File: src/rtl/result_unloader.sv
// result_unloader: reads NUM_WORDS result words from the result RAM, starting at BASE_ADDR,
// and streams them off-chip over a valid/ack handshake. Each word takes one READ cycle, one
// WAIT cycle for the RAM latency and at least one SEND cycle. doneUnloading stays high
// after the final transfer until the next start.
module result_unloader #(
  parameter int unsigned DATA_WIDTH = 16,
  parameter int unsigned ADDR_WIDTH = 10,
  parameter int unsigned NUM_WORDS  = 10,
  parameter int unsigned BASE_ADDR  = 0
) (
  input  logic                  clk,
  input  logic                  rst,
  input  logic                  start,
  output logic                  ramRead,
  output logic [ADDR_WIDTH-1:0] ramAddr,
  input  logic [DATA_WIDTH-1:0] ramData,
  output logic [DATA_WIDTH-1:0] outData,
  output logic                  outValid,
  input  logic                  outAck,
  output logic                  busy,
  output logic                  doneUnloading
);

  localparam int unsigned CNT_WIDTH = $clog2(NUM_WORDS + 1);
  localparam logic [CNT_WIDTH-1:0] LAST_CNT = CNT_WIDTH'(NUM_WORDS - 1);
  localparam logic [ADDR_WIDTH-1:0] BASE = ADDR_WIDTH'(BASE_ADDR);

  typedef enum logic [2:0] {
    StIdle,
    StRead,
    StWait,
    StSend,
    StDone
  } state_e;

  state_e                state_q;
  logic [CNT_WIDTH-1:0]  cnt_q;
  logic [ADDR_WIDTH-1:0] addr_q;
  logic [ADDR_WIDTH-1:0] addr_next;

  // Address of the following word; the parameter bounds guarantee it never wraps.
  assign addr_next = addr_q + ADDR_WIDTH'(1);

  // Control FSM; every output is a register updated on the transition into its state.
  always_ff @(posedge clk or posedge rst) begin
    if (rst) begin
      state_q       <= StIdle;
      cnt_q         <= '0;
      addr_q        <= BASE;
      ramRead       <= 1'b0;
      ramAddr       <= '0;
      outData       <= '0;
      outValid      <= 1'b0;
      busy          <= 1'b0;
      doneUnloading <= 1'b0;
    end else begin
      case (state_q)
        StIdle, StDone: begin
          if (start) begin
            state_q       <= StRead;
            cnt_q         <= '0;
            addr_q        <= BASE;
            ramRead       <= 1'b1;
            ramAddr       <= BASE;
            busy          <= 1'b1;
            doneUnloading <= 1'b0;
          end
        end
        StRead: begin
          ramRead <= 1'b0;
          state_q <= StWait;
        end
        StWait: begin
          // RAM data for the address issued in READ is valid now.
          outData  <= ramData;
          outValid <= 1'b1;
          state_q  <= StSend;
        end
        StSend: begin
          if (outAck) begin
            outValid <= 1'b0;
            if (cnt_q == LAST_CNT) begin
              state_q       <= StDone;
              busy          <= 1'b0;
              doneUnloading <= 1'b1;
            end else begin
              state_q <= StRead;
              cnt_q   <= cnt_q + CNT_WIDTH'(1);
              addr_q  <= addr_next;
              ramRead <= 1'b1;
              ramAddr <= addr_next;
            end
          end
        end
        default: begin
          state_q  <= StIdle;
          ramRead  <= 1'b0;
          outValid <= 1'b0;
          busy     <= 1'b0;
        end
      endcase
    end
  end

endmodule

File: config.mk
export PLATFORM = sky130hd
export DESIGN_NAME = result_unloader
export DESIGN_NICKNAME = d
export VERILOG_FILES = /design/src/rtl/result_unloader.sv
export SDC_FILE = /design/constraint.sdc
export NUM_CORES = 1
export LEC_CHECK = 0
export ABC_AREA = 0
export ABC_CLOCK_PERIOD_IN_PS = 2400
export CAP_MARGIN = 5
export CORE_MARGIN = 3
export CORE_UTILIZATION = 50
export DETAILED_ROUTE_END_ITERATION = 10
export GPL_TIMING_DRIVEN = 0
export PLACE_DENSITY = 0.95
export SYNTH_ARGS = -nofsm -noshare
export SYNTH_HDL_FRONTEND = slang
export SYNTH_SLANG_ARGS = --single-unit
File: constraint.sdc
create_clock -name clk -period 2.4 [get_ports clk]
set_input_delay 0.36 -clock clk [delete_from_list [all_inputs] [get_ports clk]]
set_output_delay 0.36 -clock clk [all_outputs]
set_load 0.02 [all_outputs]
==> qor.yml, run 1 <==
logic_synthesis:
  synth_edf_count: 0
  synth_cell_types: 34
  syn_avg_cell_area_um2: 11.4
  synth_area_leaders: "dfrtp_1, mux2_2, o21ai_0, nand2_1, nor2_1"
  ys_ff_latch: 37
  yosysTopAreaCellShare_pct: 55.8
  yosysWarningCount: 0
  synth_area_mm2: 0.00166
  synthCells: 146
  synth_ff_type: "dfrtp_1"
  syn_nets: 169
  synth-async-reset-ratio_pct: 100
  synth_top_cell_by_area: "dfrtp_1"
  ys_seq_area_share_pct: 55.8
status:
  status: "finished, final reports clean"
cts:
  cts-hold-fix-buffers: 0
  clock_path_buffers: 2
  root_buffer: "clkbuf_4"
  clkSinkCount: 37
  clkLatencyLatePin_ps: 350
  cts_tree: "yes"
  htreeDepth: 2
  ctsResizeCount: 0
  clkTransAtPathRegs_ps: 110
  post_cts_buffers: 0
  cts_buffers: 5
timing:
  min_period_over_period_pct: 77.5
  fmax_mhz: 538
  worst_slack_ps: 540
  finClkSkew_ps: 7.55
  timing.hold.ws_ps: 457
  worst_pin_slew_ps: 751
  finalMaxSlewViolations: 0
  hold_viol: 0
  grt_setup_unrepaired: "no"
  fin_crit_ps: 1860
  relSlewSlack_pct: 49.9
  setup_viol: 0
  tns_ps: 0
placement:
  portBuffers: 49
  dp_slack_ps: 262
  globalplace.congestion: 0.890
  dp.final_hpwl_um: 2760
power:
  p_switching_w: 0.00108
  worst_ir_drop_vdd_mv: 0.718
  power.leakage_nw: 0.963
  clockPowerShare_pct: 18.0
  swShare_pct: 36.8
  p_int_w: 0.00185
  finalPower_w: 0.00293
  seqPwrFrac_pct: 35.7
  p_per_area_mw_per_mm2: 1270
  combPwrFrac_pct: 46.3
final_layout:
  regArea_um2: 926
  n_fill_cell: 238
  syn_to_final_growth_pct: 39.1
  diodes: 0
  drive_gt1_share_pct: 16.3
  nets: 225
  multiInputGateArea_um2: 698
setup_path:
  max_stage_delay_ps: 660
  worstReg2RegStart: "cnt_q[0]"
  critical-path-top-delay-family: "buffers and inverters"
  crit_required_ps: 2040
  r2r_cells: 5
  path_buf_inv: 1
  setup.worst_path.class: "reg2out"
  crit_path_start: "addr_q[2]"
  reg2reg_slack_ps: 600
  cp_num_cells: 1
  r2r_end: "addr_q[6]"
  path_cells: "clkdlybuf4s50_1"
  worstSetupEndpoint: "ramAddr[2]"
  critPathLaunchType: "flop"
  critPathCaptureType: "primary output"
  slowest_stage: "clkdlybuf4s50_1"
  path_max_fanout: 9
  worstPathArrival_ps: 1500
die:
  die_w_um: 63.6
  start_util_pct: 53.5
  coreArea_mm2: 0.00310
  ios: 50
  dieArea_mm2: 0.00405
  die_h_um: 63.6
  fp-row-count: 20
grt:
  track_usage_pct: 20.1
  grt_pass1_vias: 1334
  grt-ovfl-total: 0
  grt_max_degree: 38
  grt_pass1_wl_um: 6310
  antenna_found_initial: 0
run:
  drv_cap: 0
hold_path:
  hp-class: "in2async"
routing:
  vias_per_cell: 5.44
  vias: 1343
  drcViolationCount: 0
  wl_per_cell_um: 15.4
  drtIter0Drc: 38
  routed_wl_um: 3810
  antenna_left: 0
  first_pass_iters: 4
[state kept, by name, summed over array words and instances (netlist names)]
signal	flops
cnt_q	4
addr_q	10
ramRead	1
outData	16
outValid	1
doneUnloading	1
state_q	3
busy	1
[layer usage]
metal	vias up	global-route usage (%)	wire length (um)
met5	-	0	0
met4	0	7.01	53
met3	5	6.95	248
met2	48	30.6	1790
met1	645	26.6	1720
li1	645	-	-
[cells by family (layout without fill, tap and decap cells)]
| logic type | count (synthesis) | after routing | share of synthesized area (%) |
|---|---|---|---|
| adders and majority gates | 3 | 3 | 2.26 |
| and+or+nand+nor | 48 | 48 | 15.7 |
| AOI/OAI and AO/OA | 30 | 30 | 11.2 |
| DFF | 37 | 37 | 55.8 |
| buffers and inverters | 8 | 65 | 2.11 |
| muxes | 16 | 16 | 10.9 |
| xor gates and xnor gates | 4 | 4 | 2.11 |
[worst min-delay path by stage]
| stage | depth (start not counted) | slack (ps) | to | startpoint |
|---|---|---|---|---|
| 3_5_place_dp | 1 | 500 | outData[8] | outData[8] |
| 4_1_cts | 1 | 520 | outData[8] | outData[8] |
| 6_report | 2 | 460 | outData[12] | rst |
| 2_1_floorplan | 2 | 500 | cnt_q[1] | cnt_q[1] |
| 3_3_place_gp | 1 | 490 | outData[0] | outData[0] |
| 5_1_grt | 2 | 520 | outData[11] | rst |
[final cells by class]
cell class	count	area share, %
Inverter	4	0.651
Buffer	4	0.868
Sequential cell	37	40.1
Clock buffer	5	1.63
Multi-Input combinational cell	101	30.3
Timing Repair Buffer	49	21.3
Clock inverter	3	2.82
Tap cell	44	2.39
[placed cells by master, fill, tap and decap left out, drive strengths merged, types with 4 or more instances in the layout]
master / count
clkdlybuf4s50: 49
clkbuf: 5
nand2: 12
nor2: 12
nand3: 6
a21oi: 5
o31ai: 5
buf: 4
mux2: 16
inv: 4
o21ai: 10
dfrtp: 37
[power by group through the flow]
stage	Clock (W)	Sequential, W	Combinational (W)
after floorplan	0	0.00127	0.000557
after global placement	0	0.00103	0.00131
after detailed placement	0	0.00106	0.00136
after CTS	0.000538	0.00105	0.00137
after global routing	0.000570	0.00108	0.00147
final	0.000528	0.00105	0.00136
[synth_stat cells (all sizes together) (4+ instances only)]
| master | count |
|---|---|
| dfrtp | 37 |
| mux2 | 16 |
| nand2 | 12 |
| nor2 | 12 |
| o21ai | 10 |
| nand3 | 6 |
| a21oi | 5 |
| o31ai | 5 |
| buf | 4 |
| inv | 4 |
[through the flow]
| step | std cells | utilization (%) | instance area (um^2) |
|---|---|---|---|
| final | 247 | 74.4 | 2310 |
| after global routing | 247 | 74.4 | 2310 |
| after CTS | 247 | 74.4 | 2310 |
| after detailed placement | 239 | 71.0 | 2200 |
| after global placement | 239 | 71.0 | 2200 |
| after floorplan | 146 | - | 1660 |
No activity file was read; power rests on OpenSTA's default activity.
==> run 2, diff against run 1 <==
--- a/config.mk
+++ b/config.mk
@@ -6,13 +6,13 @@
 export NUM_CORES = 1
 export LEC_CHECK = 0
 export ABC_AREA = 0
-export ABC_CLOCK_PERIOD_IN_PS = 2400
+export ABC_CLOCK_PERIOD_IN_PS = 1620
 export CAP_MARGIN = 5
 export CORE_MARGIN = 3
-export CORE_UTILIZATION = 50
+export CORE_UTILIZATION = 42
 export DETAILED_ROUTE_END_ITERATION = 10
 export GPL_TIMING_DRIVEN = 0
-export PLACE_DENSITY = 0.95
+export PLACE_DENSITY = 0.88
 export SYNTH_ARGS = -nofsm -noshare
 export SYNTH_HDL_FRONTEND = slang
 export SYNTH_SLANG_ARGS = --single-unit
==> constraint.sdc (replaced) <==
create_clock -name clk -period 1.62 [get_ports clk]
set_input_delay 0.243 -clock clk [delete_from_list [all_inputs] [get_ports clk]]
set_output_delay 0.243 -clock clk [all_outputs]
set_load 0.02 [all_outputs]
==> run 2 against run 1 <==
Net effect:
- clock skew about the same
- global-route usage decreased by 1.1 points
- clock power increased by 24%
- critical path type is now reg2reg
- flip-flop and latch count unchanged
- non-clock buffer count increased by 12
- first-iteration DRC count increased to 3.7 times the previous value
- largest cell class unchanged
- sequential power increased by 47%
- highest routed layer unchanged
==> qor.yml, run 2 (synthesis results as in run 1) <==
grt:
  track_usage_pct: 19.0
  grt-ovfl-total: 0
  grt_pass1_wl_um: 6440
  grt_max_degree: 24
  antenna_found_initial: 0
  grt_pass1_vias: 1433
timing:
  finClkSkew_ps: 7.24
  hold_viol: 0
  setup_viol: 0
  finalMaxSlewViolations: 0
  grt_setup_unrepaired: "yes"
  relSlewSlack_pct: 57.7
  worst_pin_slew_ps: 634
  fin_crit_ps: 1600
  min_period_over_period_pct: 99.0
  timing.hold.ws_ps: 328
  worst_slack_ps: 17.0
  fmax_mhz: 624
setup_path:
  path_cells: "and4b_2 > nand2_2 > or4_4 > a21oi_2"
  slowest_stage: "or4_4"
  setup.worst_path.class: "reg2reg"
  critPathCaptureType: "flop"
  crit_required_ps: 1840
  r2r_cells: 4
  max_stage_delay_ps: 520
  path_max_fanout: 4
  critPathLaunchType: "flop"
  worstPathArrival_ps: 1820
routing:
  wl_per_cell_um: 15.1
  first_pass_iters: 4
  routed_wl_um: 3970
  vias: 1402
  vias_per_cell: 5.35
  drcViolationCount: 0
  drtIter0Drc: 142
  antenna_left: 0
power:
  seqPwrFrac_pct: 35.5
  worst_ir_drop_vdd_mv: 1.17
  finalPower_w: 0.00433
  combPwrFrac_pct: 49.4
  p_switching_w: 0.00163
  swShare_pct: 37.7
  p_int_w: 0.00270
  power.leakage_nw: 1.09
  clockPowerShare_pct: 15.2
  p_per_area_mw_per_mm2: 1770
status:
  status: "finished, final reports clean"
placement:
  dp.final_hpwl_um: 2770
  dp_slack_ps: -396
  portBuffers: 49
  globalplace.congestion: 0.816
  dp_cells: 244
final_layout:
  multiInputGateArea_um2: 731
  top_register: "outData"
  final_cell_count_no_fill: 262
  nets: 237
  largest_reg_flops: 16
  regArea_um2: 928
  syn_to_final_growth_pct: 47.8
  mostFrequentLayoutCells: "clkdlybuf4s50_1, dfrtp_1, mux2_2, buf_4"
  layout_commonest_cell: "clkdlybuf4s50_1"
  diodes: 0
  n_fill_cell: 304
  reg.largest.list: "outData (16), addr_q (10), cnt_q (4)"
  drive_gt1_share_pct: 23.4
cts:
  htreeDepth: 2
  cts_tree: "yes"
  clkSinkCount: 37
  root_buffer: "clkbuf_8"
  clkTransAtPathRegs_ps: 70
  clock_path_buffers: 2
  clkLatencyLatePin_ps: 290
  cts_buffers: 5
die:
  start_util_pct: 44.3
  die_w_um: 68.9
  ios: 50
  coreArea_mm2: 0.00374
  die_h_um: 68.9
  fp-row-count: 22
  dieArea_mm2: 0.00474
hold_path:
  hp-class: "in2async"
run:
  drv_cap: 0
## run 2: path summary, 6_finish.rpt
path | startpoint | to | slack, ps
max | state_q[2] | addr_q[9] | 20
min | rst | outData[10] | 330
max reg2reg | state_q[2] | addr_q[9] | 20
min reg2reg | outData[13] | outData[13] | 510
max in group asynchronous | rst | state_q[2] | 740
min in group clk | outData[13] | outData[13] | 510
## run 2: cell type report
class / instances / area share (%)
sequential: 37 / 37.9
multi-input combinational: 101 / 29.8
timing repair buffer: 61 / 24.6
clock buffer: 6 / 3.37
tap: 48 / 2.45
buffer: 4 / 1.02
inverter: 4 / 0.612
clock inverter: 1 / 0.306
## run 2: per-layer routing
layer / vias up / share of wire (%) / track usage (%)
met3: 6 / 5.0 / 5.83
met2: 40 / 52 / 32.7
met1: 682 / 41 / 21.9
met4: 0 / 1.4 / 7.79
li1: 674 / - / -
met5: - / 0 / 0
## run 2: critical path, delay by kind of cell (launching register included)
family,cells,cell delay (ps)
simple gates,3,960
flops,1,430
compound gates,1,140
## run 2: timing repair
| item | CTS | global route |
|---|---|---|
| pin swaps | 4 | 4 |
| endpoints found under the setup margin | 21 | 7 |
| setup buffers | 8 | 3 |
| hold buffers | 0 | 0 |
| hold endpoints to repair | 0 | 0 |
| gates resized for setup | 10 | 9 |
## run 2: stage by stage
step | TNS, ps | cell area [um^2] | utilization, %
2_1_floorplan | 0 | 1660 | -
3_3_place_gp | -13760 | 2210 | 59.0
3_5_place_dp | -4840 | 2240 | 59.8
4_1_cts | 0 | 2400 | 64.2
5_1_grt | -50.6 | 2450 | 65.5
6_report | 0 | 2450 | 65.5
## run 2: power groups by stage
| stage | logic (W) | registers [W] | clock network [W] |
|---|---|---|---|
| 2_1_floorplan | 0.000826 | 0.00188 | 0 |
| 3_3_place_gp | 0.00196 | 0.00154 | 0 |
| 3_5_place_dp | 0.00201 | 0.00156 | 0 |
| 4_1_cts | 0.00213 | 0.00154 | 0.000669 |
| 5_1_grt | 0.00233 | 0.00160 | 0.000708 |
| 6_report | 0.00214 | 0.00154 | 0.000657 |
==> run 3, diff against run 2 <==
--- a/config.mk
+++ b/config.mk
@@ -8,7 +8,7 @@
 export ABC_AREA = 0
 export ABC_CLOCK_PERIOD_IN_PS = 1620
 export CAP_MARGIN = 5
-export CORE_MARGIN = 3
+export CORE_ASPECT_RATIO = 0.8
 export CORE_UTILIZATION = 42
 export DETAILED_ROUTE_END_ITERATION = 10
 export GPL_TIMING_DRIVEN = 0
==> run 3 against run 2 <==
Net effect:
- non-clock buffer count up 4
- clock skew up 8.3 ps
- sequential power about the same
- worst setup slack better by 8.9 ps
- clock-buffer cell count unchanged
- register-to-register slack about the same
- via count up 2.5%
- first-iteration DRC count down 49%
- critical path depth up 1
- global-route usage up 0.68 points
- highest routed layer unchanged
==> qor.yml, run 3 (synthesis results as in run 1) <==
power:
  p_int_w: 0.00271
  p_switching_w: 0.00168
  worst_ir_drop_vdd_mv: 0.832
  combPwrFrac_pct: 50.3
  clockPowerShare_pct: 14.2
  power.leakage_nw: 1.14
  seqPwrFrac_pct: 35.4
  swShare_pct: 38.2
  p_per_area_mw_per_mm2: 1750
placement:
  placed_cell_area_mm2: 0.00223
  dp.final_hpwl_um: 2620
  globalplace.congestion: 0.764
  portBuffers: 49
  dp_slack_ps: -410
grt:
  grt_pass1_vias: 1363
  antenna_found_initial: 0
  grt_pass1_wl_um: 6250
  grt-ovfl-total: 0
  track_usage_pct: 19.7
  grt_max_degree: 24
setup_path:
  r2r_cells: 5
  reg2reg_slack_ps: 30
  worstReg2RegStart: "cnt_q[0]"
  r2r_end: "addr_q[6]"
  setup.worst_path.class: "reg2reg"
  crit_required_ps: 1860
  critPathCaptureType: "flop"
  worstPathArrival_ps: 1840
  critPathLaunchType: "flop"
  path_max_fanout: 5
final_layout:
  nets: 241
  layout_commonest_cell: "clkdlybuf4s50_1"
  drive_gt1_share_pct: 26.5
  design_area_mm2: 0.00251
  diodes: 0
  largest_reg_flops: 16
  top_register: "outData"
  syn_to_final_growth_pct: 51.1
  mostFrequentLayoutCells: "clkdlybuf4s50_1, dfrtp_1, mux2_2, buf_4, nor2_1"
  reg.largest.list: "outData (16), addr_q (10), cnt_q (4)"
routing:
  antenna_left: 0
  vias_per_cell: 5.24
  routed_wl_um: 3890
  drtIter0Drc: 73
  vias: 1437
  wl_per_cell_um: 14.2
  drcViolationCount: 0
  first_pass_iters: 4
hold_path:
  hp-class: "in2async"
cts:
  clkSinkCount: 37
  root_buffer: "clkbuf_8"
  cts_tree: "yes"
  clkLatencyLatePin_ps: 300
  htreeDepth: 2
  cts-hold-fix-buffers: 0
  clkTransAtPathRegs_ps: 80
  cts_buffers: 5
  clock_path_buffers: 2
timing:
  finClkSkew_ps: 15.5
  relSlewSlack_pct: 38.5
  hold_viol: 0
  min_period_over_period_pct: 98.4
  finalMaxSlewViolations: 0
  grt_setup_unrepaired: "yes"
  fmax_mhz: 627
  fin_crit_ps: 1590
  worst_pin_slew_ps: 922
  setup_viol: 0
  worst_slack_ps: 25.9
run:
  drv_cap: 0
die:
  die_h_um: 58.2
  start_util_pct: 43.9
  fp-row-count: 20
  die_w_um: 72.3
  dieArea_mm2: 0.00421
  ios: 50
  coreArea_mm2: 0.00378
status:
  status: "finished, final reports clean"
[run 3: cell types whose count changed in the layout (fill, tap and decap cells not counted), sizes merged]
cell           delta
clkinvlp          -1
dlygate4sd2       -1
clkdlybuf4s50     -1
dlymetal6s2s      +2
buf               +5
clkinv            +2
clkbuf            -1
[run 3: worst max-delay path by stage]
stage	from	end	slack (ps)	cells past startpoint
after floorplan	cnt_q[0]	addr_q[6]	20	5
after global placement	outAck	addr_q[6]	-410	5
after detailed placement	outAck	addr_q[6]	-410	5
after CTS	cnt_q[0]	addr_q[6]	6	5
after global routing	cnt_q[0]	addr_q[6]	-60	5
final	cnt_q[0]	addr_q[6]	30	5
[run 3: area by class of cell]
type / count / area [um^2]
fill: 301 / 1270
buffer: 4 / 28.8
clock inverter: 2 / 10.0
tap: 55 / 68.8
clock buffer: 6 / 72.6
sequential: 37 / 928
timing repair buffer: 65 / 631
inverter: 4 / 15.0
multi-input combinational: 101 / 753
[run 3: stage by stage]
step	total power, W	utilization (%)	cells	setup TNS, ps	hold WS, ps
floorplan	0.00271	-	146	0	395
global placement	0.00348	58.7	250	-13800	487
detailed placement	0.00356	59.1	251	-4670	495
CTS	0.00429	62.9	265	0	484
global route	0.00467	66.4	274	-141	525
finish	0.00439	66.4	274	0	445
[run 3: routing by layer]
| metal | global-route usage (%) | vias up | part of all wire [%] |
|---|---|---|---|
| met2 | 31.4 | 48 | 49 |
| met5 | 0 | - | 0 |
| met3 | 7.13 | 6 | 5.1 |
| li1 | - | 677 | - |
| met4 | 5.32 | 0 | 1.1 |
| met1 | 25.6 | 706 | 45 |
[run 3: power by group through the flow]
stage               logic, W  registers [W]  clock network, W
CTS                  0.00210        0.00155          0.000639
finish               0.00221        0.00156          0.000624
detailed placement   0.00200        0.00156                 0
global placement     0.00194        0.00154                 0
global route         0.00237        0.00160          0.000695
floorplan           0.000826        0.00188                 0
[run 3: critical path, cell delays in order, from the launching register on]
cell      delay [ps]
dfrtp_1          400
ha_2             180
nand3b_1         240
nand3_4          140
or4_4            500
nand2_2           70
[run 3: what timing repair did]
action,4_1_cts,5_1_grt
pin swaps,5,8
setup endpoints to repair,21,15
setup buffers,6,8
resized for setup,7,24
gates cloned,0,1
